===== config.mk =====
export PLATFORM = sky130hd
export DESIGN_NAME = multicycle_seq
export DESIGN_NICKNAME = d
export VERILOG_FILES = /design/src/rtl/multicycle_seq.sv
export SDC_FILE = /design/constraint.sdc
export NUM_CORES = 1
export LEC_CHECK = 0
export CAP_MARGIN = 20
export CORE_MARGIN = 3
export CORE_UTILIZATION = 49
export CTS_CLUSTER_SIZE = 14
export DETAILED_ROUTE_END_ITERATION = 7
export PLACE_DENSITY_LB_ADDON = 0.3
export REMOVE_ABC_BUFFERS = 1
export SYNTH_ARGS = -nofsm -noshare
export SYNTH_HDL_FRONTEND = slang
export SYNTH_SLANG_ARGS = --single-unit

===== constraint.sdc =====
create_clock -name clk -period 2.4 [get_ports clk]
set_input_delay 0.24 -clock clk [delete_from_list [all_inputs] [get_ports clk]]
set_output_delay 0.24 -clock clk [all_outputs]
set_load 0.02 [all_outputs]

===== src/rtl/multicycle_seq.sv =====
// Multi-cycle fetch/decode/exec/mem/wb sequencer; strobes are combinational from state and inputs.
// Memory requests hold until ready; a wait that reaches TIMEOUT cycles halts the core, as does an illegal opcode.
module multicycle_seq #(
  parameter int unsigned TIMEOUT = 255
) (
  input  logic        clk,
  input  logic        rst_n,
  input  logic [5:0]  op,
  input  logic [5:0]  func,
  input  logic        zero,
  input  logic        imem_ready,
  input  logic        dmem_ready,
  output logic        imem_req,
  output logic        dmem_req,
  output logic        dmem_we,
  output logic        ir_en,
  output logic        pc_en,
  output logic [1:0]  pc_sel,
  output logic        reg_we,
  output logic        mem_to_reg,
  output logic        link,
  output logic [2:0]  state,
  output logic        illegal,
  output logic        timeout,
  output logic [31:0] retired
);

  typedef enum logic [2:0] {
    S_FETCH  = 3'd0,
    S_DECODE = 3'd1,
    S_EXEC   = 3'd2,
    S_MEM    = 3'd3,
    S_WB     = 3'd4,
    S_HALT   = 3'd7
  } state_e;

  // Last wait count before a still-low ready becomes a timeout.
  localparam logic [7:0] WAIT_LAST = 8'(TIMEOUT - 1);

  state_e      state_q, state_d;
  logic [7:0]  wait_q, wait_d;
  logic        illegal_q, illegal_d;
  logic        timeout_q, timeout_d;
  logic [31:0] retired_q, retired_d;

  logic is_ralu, is_ialu, is_jr, is_lw, is_sw, is_beq, is_bne, is_j, is_jal, is_illegal;

  always_comb begin
    is_ralu = 1'b0;
    is_jr   = 1'b0;
    if (op == 6'h00) begin
      case (func)
        6'h20, 6'h21, 6'h22, 6'h23, 6'h24, 6'h25, 6'h26, 6'h27,
        6'h2A, 6'h2B, 6'h00, 6'h02, 6'h03, 6'h04, 6'h06, 6'h07: is_ralu = 1'b1;
        6'h08:                                                  is_jr   = 1'b1;
        default: ;
      endcase
    end
    is_ialu    = (op[5:3] == 3'b001);
    is_lw      = (op == 6'h23);
    is_sw      = (op == 6'h2B);
    is_beq     = (op == 6'h04);
    is_bne     = (op == 6'h05);
    is_j       = (op == 6'h02);
    is_jal     = (op == 6'h03);
    is_illegal = !(is_ralu || is_jr || is_ialu || is_lw || is_sw ||
                   is_beq || is_bne || is_j || is_jal);
  end

  always_comb begin
    state_d    = state_q;
    wait_d     = 8'd0;
    illegal_d  = illegal_q;
    timeout_d  = timeout_q;
    retired_d  = retired_q;
    imem_req   = 1'b0;
    dmem_req   = 1'b0;
    dmem_we    = 1'b0;
    ir_en      = 1'b0;
    pc_en      = 1'b0;
    pc_sel     = 2'd0;
    reg_we     = 1'b0;
    mem_to_reg = 1'b0;
    link       = 1'b0;

    case (state_q)
      S_FETCH: begin
        imem_req = 1'b1;
        if (imem_ready) begin
          ir_en   = 1'b1;
          pc_en   = 1'b1;
          state_d = S_DECODE;
        end else if (wait_q == WAIT_LAST) begin
          timeout_d = 1'b1;
          state_d   = S_HALT;
        end else begin
          wait_d = wait_q + 8'd1;
        end
      end
      S_DECODE: begin
        if (is_illegal) begin
          illegal_d = 1'b1;
          state_d   = S_HALT;
        end else if (is_j || is_jal) begin
          pc_en   = 1'b1;
          pc_sel  = 2'd2;
          reg_we  = is_jal;
          link    = is_jal;
          state_d = S_FETCH;
        end else if (is_jr) begin
          pc_en   = 1'b1;
          pc_sel  = 2'd3;
          state_d = S_FETCH;
        end else begin
          state_d = S_EXEC;
        end
      end
      S_EXEC: begin
        if (is_beq || is_bne) begin
          pc_en   = is_beq ? zero : !zero;
          pc_sel  = 2'd1;
          state_d = S_FETCH;
        end else if (is_lw || is_sw) begin
          state_d = S_MEM;
        end else begin
          state_d = S_WB;
        end
      end
      S_MEM: begin
        dmem_req = 1'b1;
        dmem_we  = is_sw;
        if (dmem_ready) begin
          state_d = is_lw ? S_WB : S_FETCH;
        end else if (wait_q == WAIT_LAST) begin
          timeout_d = 1'b1;
          state_d   = S_HALT;
        end else begin
          wait_d = wait_q + 8'd1;
        end
      end
      S_WB: begin
        reg_we     = 1'b1;
        mem_to_reg = is_lw;
        state_d    = S_FETCH;
      end
      S_HALT: ;
      default: state_d = S_FETCH;
    endcase

    // Unused encodings recovering to FETCH do not count as a retirement.
    if (state_d == S_FETCH &&
        (state_q == S_DECODE || state_q == S_EXEC || state_q == S_MEM || state_q == S_WB))
      retired_d = retired_q + 32'd1;
  end

  always_ff @(posedge clk or negedge rst_n) begin
    if (!rst_n) begin
      state_q   <= S_FETCH;
      wait_q    <= 8'd0;
      illegal_q <= 1'b0;
      timeout_q <= 1'b0;
      retired_q <= 32'd0;
    end else begin
      state_q   <= state_d;
      wait_q    <= wait_d;
      illegal_q <= illegal_d;
      timeout_q <= timeout_d;
      retired_q <= retired_d;
    end
  end

  assign state   = state_q;
  assign illegal = illegal_q;
  assign timeout = timeout_q;
  assign retired = retired_q;

endmodule


==> flow_summary.rst, run 1 <==
.. list-table::
   :header-rows: 1

   * - Metric
     - Value
   * - Port buffer count
     - 63
   * - Floorplan row count
     - 25
   * - Maximum count of clock buffers along a single path
     - 2
   * - Filler Cells Inserted
     - 348
   * - Core outline area
     - 0.00475 mm^2
   * - Cts-stage hold buffer count
     - 0
   * - Global route total overflow
     - 0
   * - Cell count after synthesis
     - 233
   * - Cell-internal power
     - 1750 uW
   * - Most frequently used cell type in the post-synthesis netlist
     - sky130_fd_sc_hd__dfrtp_1
   * - Post-route fraction of the period consumed by the critical path
     - 97.3%
   * - Beginning of the critical path
     - state[2]$_DFF_PN0_
   * - Routed WL
     - 5.48 mm
   * - Yosys top cell by area
     - sky130_fd_sc_hd__dfrtp_1
   * - Buffers and inverters on the worst path
     - 1
   * - Launching element type of the critical path
     - register
   * - Register-to-register setup slack
     - 0.15 ns
   * - Vertical die dimension
     - 76.6 um
   * - End of the critical path
     - ir_en
   * - Setup crit end kind
     - primary output
   * - MaxCap Viol Count
     - 0
   * - Master cell of the clock root buffer
     - sky130_fd_sc_hd__clkbuf_8
   * - Hold Violations, Final
     - 0
   * - Finished Cell Area
     - 0.00345 mm^2
   * - Iteration-0 DRC count of the detailed router
     - 97
   * - Post-Syn Area
     - 0.00244 mm^2
   * - Width of the die
     - 76.6 um
   * - Cell-by-cell listing of the critical path
     - nor3_1 > and2_1 > clkdlybuf4s50_1
   * - Commonest cells in the netlist
     - sky130_fd_sc_hd__dfrtp_1, sky130_fd_sc_hd__xnor2_1, sky130_fd_sc_hd__nand3_1
   * - Power per Cell Area
     - 816 mW/mm^2
   * - Maximum vdd drop
     - 0.572 mV
   * - Worst setup path class
     - register to primary output
   * - Switching fraction of total power
     - 37.9%
   * - Post-synth EDFFs
     - 0
   * - Layout cells sized above 1
     - 15.8%
   * - Max frequency
     - 428 MHz
   * - Transition time at the pin with the least slew margin
     - 0.972 ns
   * - Post-DR wirelength/cell
     - 14.1 um
   * - CTS tree
     - done
   * - H-tree depth
     - 2
   * - Placed wire-length estimate
     - 4.07 mm
   * - Async set or reset register ratio after synthesis
     - 100%
   * - Minimum period implied by the final worst setup slack
     - 2.33 ns
   * - Placed cell area
     - 0.00329 mm^2
   * - Synth Register Bits
     - 45
   * - Worst path slowest cell
     - sky130_fd_sc_hd__clkdlybuf4s50_1
   * - Number of diodes added for antenna fixing
     - 0
   * - Number of cells on the critical path
     - 3
   * - Global placement routability congestion
     - 0.833
   * - Sequential fraction of the synthesis area
     - 46.1%
   * - Number of global-route vias before repair
     - 2029
   * - Origin of the critical flop-to-flop path
     - wait_q[0]$_DFF_PN0_
   * - Area used by sequential logic in the layout
     - 0.00113 mm^2
   * - Most used flip-flop cell after synthesis
     - sky130_fd_sc_hd__dfrtp_1
   * - Router iterations before antenna repair
     - 4
   * - Arrival time at the worst endpoint
     - 2.09 ns
   * - Worst slack on hold paths
     - 0.0864 ns
   * - Reported leakage power
     - 0.00155 uW
   * - Required arrival time at the worst endpoint
     - 2.16 ns
   * - Mean area per synthesized cell
     - 10.5 um^2
   * - Worst slew slack as a fraction of its limit
     - 35.2%
   * - Insertion delay to the later sink of the worst-skew pair
     - 0.30 ns
   * - Die area
     - 0.00586 mm^2
   * - Total GRT Usage
     - 19.0%
   * - Cell family with the largest share of critical-path delay
     - simple AND/OR/NAND/NOR gates
   * - Vias per inst
     - 5.49
   * - Area of the multi-input gates
     - 0.00128 mm^2
   * - Clock network power share
     - 20.4%
   * - Via count of the routed design
     - 2137
   * - # Post-CTS Setup Buffers
     - 0
   * - Pin count of the biggest net entering global routing
     - 46
   * - Count of synthesis-stage warnings from yosys
     - 0
   * - Register-to-Register Path Depth
     - 9
   * - Sinks on Clock Net
     - 45
   * - Portion of total power attributed to sequential cells
     - 34.3%
   * - Setup repair after global routing missed its margin
     - true
   * - Part of the total power dissipated in combinational logic
     - 45.4%
   * - Result of the run
     - finished, final reports clean
   * - Final setup vio count
     - 0
   * - Psw
     - 1070 uW
   * - Largest incremental delay on the critical path
     - 0.62 ns
   * - Number of nets in the layout
     - 341
   * - Post-route DRC violation count
     - 0
   * - Post-synthesis cell type count
     - 44
   * - Top cell type's share of synthesized area
     - 46.1%
   * - Num CTS Buffers
     - 5
   * - Skew final
     - 0.00991 ns
   * - Synth top area cells
     - sky130_fd_sc_hd__dfrtp_1, sky130_fd_sc_hd__xnor2_1, sky130_fd_sc_hd__nand3_1
   * - Number of routed nets with antenna violations
     - 0
   * - Clk slew on worst S/H paths
     - 0.09 ns
   * - Endpoint of the worst register-to-register path
     - retired[6]$_DFFE_PN0P_
   * - Initial antenna violation count
     - 0
   * - Maximum fanout along the worst path
     - 9
   * - Initial cell density of the core
     - 51.3%
   * - Max Transition Viols Final
     - 0
   * - Class of the tightest hold or removal check
     - primary input to async pin
   * - I/O pin count
     - 64
   * - Signed area change from the synthesized netlist to the final layout
     - 41.5%
   * - Global-route wire length before repair
     - 9.10 mm
[layer usage]
layer	share of wire, %	vias up	routed length (um)	track usage (%)
met2	48	57	2620	29.9
met1	46	1052	2520	25.4
li1	-	1019	-	-
met5	0	-	0	0
met4	2.1	0	116	8.33
met3	4.1	9	226	3.90
[how the worst min path moves through the flow]
stage | startpoint | end | slack (ns) | cells after the start
after floorplan | rst_n | illegal$_DFFE_PN0P_ | -0.06 | 0
after global placement | rst_n | retired[8]$_DFFE_PN0P_ | 0.44 | 1
after detailed placement | rst_n | retired[8]$_DFFE_PN0P_ | 0.45 | 1
after CTS | rst_n | retired[8]$_DFFE_PN0P_ | 0.12 | 1
after global routing | rst_n | retired[8]$_DFFE_PN0P_ | 0.16 | 1
final | rst_n | retired[8]$_DFFE_PN0P_ | 0.09 | 1
[sequential cells by signal, indices dropped and copies added (netlist names)]
name / cells
state: 3
timeout: 1
wait_q: 8
illegal: 1
retired: 32
[power by group through the flow]
stage	clock (uW)	combinational, uW	sequential, uW
global route	613	1390	988
global placement	0	1170	973
finish	574	1280	966
CTS	583	1210	963
floorplan	0	564	1040
detailed placement	0	1200	973
[cell usage in the layout (no fill, tap or decap), types with 4 or more instances in the layout]
master | Yosys | final
sky130_fd_sc_hd__nand4_1 | 13 | 13
sky130_fd_sc_hd__nor3_1 | 6 | 5
sky130_fd_sc_hd__nand3_1 | 21 | 21
sky130_fd_sc_hd__and3_1 | 9 | 9
sky130_fd_sc_hd__and4_1 | 6 | 6
sky130_fd_sc_hd__and2_1 | 4 | 4
sky130_fd_sc_hd__dfrtp_1 | 45 | 43
sky130_fd_sc_hd__o21ai_0 | 6 | 4
sky130_fd_sc_hd__nand2_1 | 13 | 12
sky130_fd_sc_hd__clkdlybuf4s50_1 | 0 | 55
sky130_fd_sc_hd__inv_1 | 5 | 5
sky130_fd_sc_hd__clkbuf_8 | 0 | 5
sky130_fd_sc_hd__nor2_1 | 17 | 17
sky130_fd_sc_hd__xnor2_1 | 29 | 29
sky130_fd_sc_hd__xor2_1 | 9 | 9
sky130_fd_sc_hd__buf_4 | 0 | 24
sky130_fd_sc_hd__nand2b_1 | 7 | 7
sky130_fd_sc_hd__dlymetal6s2s_1 | 0 | 5
[per-stage QoR]
step                      util [%]  power [uW]  setup slack [ns]  TNS [ns]  std cells
final                         72.7        2820            0.0655         0        389
after global routing          72.7        2990          -0.00592  -0.00931        389
after CTS                     71.7        2760           0.00397         0        388
after detailed placement      69.2        2170            -0.332     -6.42        380
after global placement        69.2        2140            -0.305     -5.46        380
after floorplan                  -        1610            0.0244         0        226
[kinds of logic (layout without fill, tap and decap cells)]
group                      count (synthesis)  after routing  share of synthesized area (%)
AOI/OAI and AO/OA                         20             20                           7.53
muxes                                      2              2                           1.02
DFF                                       45             45                           46.1
adders and majority gates                  3              3                           1.54
xor gates and xnor gates                  38             38                           13.6
buffers and inverters                     12            101                           2.46
and+or+nand+nor                          113            113                           27.7
[cell type report]
type                       instances  area share, %
clock buffer                       5           1.99
clock inverter                     3           1.34
inverter                           5          0.543
multi-input combinational        176           37.1
sequential                        45           32.7
tap                               67           2.43
timing repair buffer              88           23.9
[worst reg2reg max path, delay by kind of cell, from the launching register on]
kind	cells	cell delay, ns
buf+inv	3	0.56
xor+xnor	1	0.14
simple gates	2	0.39
flops	1	0.44
compound gates	2	0.39
fa+ha+maj	1	0.22
[timing repair]
item	in CTS	in global routing
pin swaps	0	1
endpoints found under the setup margin	10	10
gates cloned	0	1
gates resized for setup	4	12
Power figures use the tool's default switching activity.
==> run 2, diff against run 1 <==
- ABC_CLOCK_PERIOD_IN_PS: not set -> 2400
==> results of run 2 <==
No change in the layout: final DEF, timing and power equal those of run 1.
==> run 3, diff against run 2 <==
- CORE_UTILIZATION: 49 -> 50
- CTS_BUF_LIST: not set -> sky130_fd_sc_hd__clkbuf_4 sky130_fd_sc_hd__clkbuf_8
==> flow_summary.rst, run 3 (synthesis gave the netlist of run 1 again) <==
.. list-table::
   :header-rows: 1

   * - Metric
     - Value
   * - Area used by sequential logic in the layout
     - 0.00113 mm^2 (-0.11%)
   * - Hold Violations, Final
     - 0 (unchanged)
   * - Final setup vio count
     - 0 (unchanged)
   * - Number of routed nets with antenna violations
     - 0 (unchanged)
   * - Core outline area
     - 0.00453 mm^2 (-4.6%)
   * - Maximum fanout along the worst path
     - 11 (+2)
   * - Post-route fraction of the period consumed by the critical path
     - 96.4% (-0.84 points)
   * - Worst setup path class
     - primary input to register
   * - MaxCap Viol Count
     - 0 (unchanged)
   * - Sinks on Clock Net
     - 45 (unchanged)
   * - Total GRT Usage
     - 21.4% (+2.4 points)
   * - Cell-by-cell listing of the critical path
     - clkdlybuf4s50_1 > nand4b_4 > or4b_4 > a221oi_4 > buf_4 > nor4_2 > buf_4 > and4_1 > xor2_1
   * - Signed area change from the synthesized netlist to the final layout
     - 38.4%
   * - Master cell of the clock root buffer
     - sky130_fd_sc_hd__clkbuf_8
   * - Clk slew on worst S/H paths
     - 0.10 ns (about the same)
   * - Vertical die dimension
     - 75.9 um (-0.93%)
   * - Post-route DRC violation count
     - 0 (unchanged)
   * - Class of the tightest hold or removal check
     - primary input to async pin
   * - Floorplan row count
     - 24 (-4.0%)
   * - Number of placed instances, taps included
     - 375 (-1.3%)
   * - Worst path slowest cell
     - sky130_fd_sc_hd__clkdlybuf4s50_1
   * - I/O pin count
     - 64 (unchanged)
   * - Buffers and inverters on the worst path
     - 3 (+2)
   * - Worst slack on hold paths
     - 0.0809 ns (-0.00547 ns)
   * - Max frequency
     - 432 MHz (+0.87%)
   * - Worst slew slack as a fraction of its limit
     - 35.6% (+0.45 points)
   * - Cell family with the largest share of critical-path delay
     - buffers and inverters
   * - Routed wl met2
     - 2.82 mm (+7.5%)
   * - Global-route wire length before repair
     - 9.49 mm (+4.3%)
   * - Setup repair after global routing missed its margin
     - false
   * - Initial antenna violation count
     - 0 (unchanged)
   * - Vias per inst
     - 5.51 (+0.28%)
   * - Transition time at the pin with the least slew margin
     - 0.966 ns (-0.00675 ns)
   * - Filler Cells Inserted
     - 340 (-2.3%)
   * - Number of global-route vias before repair
     - 2104 (+3.7%)
   * - Maximum count of clock buffers along a single path
     - 2 (unchanged)
   * - Finished Cell Area
     - 0.00338 mm^2 (-2.2%)
   * - Minimum period implied by the final worst setup slack
     - 2.31 ns (-0.0202 ns)
   * - Area of the multi-input gates
     - 0.00127 mm^2 (-0.98%)
   * - Global placement routability congestion
     - 0.848 (+1.8%)
   * - Flip-flop count of the largest register after layout
     - 32 (unchanged)
   * - Result of the run
     - finished, final reports clean
   * - Design Power
     - 2650 uW (-5.9%)
   * - Router iterations before antenna repair
     - 4 (unchanged)
   * - Num CTS Buffers
     - 5 (unchanged)
   * - Power per Cell Area
     - 785 mW/mm^2 (-3.8%)
   * - Layout Cells excl Fill
     - 383 (-1.5%)
   * - Width of the die
     - 75.9 um (-0.93%)
   * - H-tree depth
     - 2 (unchanged)
   * - Post-DR wirelength/cell
     - 14.8 um (+5.3%)
   * - Placed wire-length estimate
     - 4.20 mm (+3.2%)
   * - Reported leakage power
     - 0.00154 uW (-0.66%)
   * - Die area
     - 0.00576 mm^2 (-1.8%)
   * - Maximum vdd drop
     - 0.632 mV (+10%)
   * - Launching element type of the critical path
     - primary input
   * - CTS tree
     - done
   * - Largest incremental delay on the critical path
     - 0.53 ns (-0.09 ns)
   * - Skew final
     - 0.00960 ns (-0.000307 ns)
   * - Setup crit end kind
     - register
   * - Initial cell density of the core
     - 53.8% (+2.5 points)
   * - Global route total overflow
     - 0 (unchanged)
   * - Core Util, Final
     - 74.5% (+1.9 points)
   * - Number of diodes added for antenna fixing
     - 0 (unchanged)
   * - Port buffer count
     - 63 (unchanged)
   * - Most common cell after layout, fill and taps aside
     - sky130_fd_sc_hd__clkdlybuf4s50_1
   * - Register-to-register setup slack
     - 0.18 ns (+0.03 ns)
   * - Arrival time at the worst endpoint
     - 2.51 ns (+0.42 ns)
   * - Number of nets in the layout
     - 337 (-1.2%)
   * - Required arrival time at the worst endpoint
     - 2.60 ns (+0.44 ns)
   * - Placed cell area
     - 0.00326 mm^2 (-0.76%)
   * - Leading cell types in the layout, fill and taps excluded
     - sky130_fd_sc_hd__clkdlybuf4s50_1, sky130_fd_sc_hd__dfrtp_1, sky130_fd_sc_hd__xnor2_1
   * - Max Transition Viols Final
     - 0 (unchanged)
   * - Pin count of the biggest net entering global routing
     - 46 (unchanged)
   * - Via count of the routed design
     - 2110 (-1.3%)
   * - M1 WL
     - 2.51 mm (-0.12%)
   * - Routed WL
     - 5.68 mm (+3.6%)
   * - Iteration-0 DRC count of the detailed router
     - 101 (+4.1%)
   * - Layout cells sized above 1
     - 14.2% (-1.7 points)
   * - Insertion delay to the later sink of the worst-skew pair
     - 0.30 ns (about the same)
   * - Highest signal layer in the routed design
     - met4
   * - Cell mode on critical path
     - sky130_fd_sc_hd__buf_4
   * - Met3 Wirelength
     - 263 um (+16%)
run 3: changes by cell type in the layout (fill, tap and decap cells not counted), sizes merged:
cell,previous run,this run
dlygate4sd2,2,4
buf,25,22
clkdlybuf4s15,1,0
clkdlybuf4s50,55,52
dlymetal6s2s,5,6
bufinv,1,0
inv,5,6
run 3: where the power goes:
group          switching [uW]  total [uW]  internal (uW)
Clock                     277         484            207
Combinational             644        1190            548
Sequential                136         977            841
run 3: layer usage:
layer,GRT usage [%],vias up
li1,-,1009
met5,0,-
met3,4.22,8
met4,8.74,0
met1,28.3,1018
met2,34.4,75
run 3: metrics by stage:
stage	TNS, ns	setup WS (ns)
CTS	0	0.00744
global route	0	0.00516
global placement	-5.10	-0.294
floorplan	0	0.0244
detailed placement	-6.92	-0.359
finish	0	0.0856
run 3: final cells by class:
class                           count  share of cell area (%)
Clock buffer                        5                    2.04
Clock inverter                      3                   0.629
Inverter                            5                   0.555
Multi-Input combinational cell    176                    37.5
Sequential cell                    45                    33.4
Tap cell                           65                    2.41
Timing Repair Buffer               84                    23.5
run 3: final timing paths:
check,startpoint,to,cells after the start
worst max-delay path,op[0],retired[4]$_DFFE_PN0P_,9
worst min-delay path,rst_n,retired[9]$_DFFE_PN0P_,1
worst max register to register,state[1]$_DFF_PN0_,retired[31]$_DFFE_PN0P_,8
worst min register to register,timeout$_DFFE_PN0P_,timeout$_DFFE_PN0P_,1
max in group asynchronous,rst_n,state[0]$_DFF_PN0_,1
min in group clk,timeout$_DFFE_PN0P_,timeout$_DFFE_PN0P_,1
run 3: timing repair:
action | CTS | global route
gates cloned | 0 | 0
resized for setup | 6 | 8
pin swaps | 0 | 1
setup buffers | 0 | 0
endpoints found under the setup margin | 15 | 5
hold buffers | 0 | 0
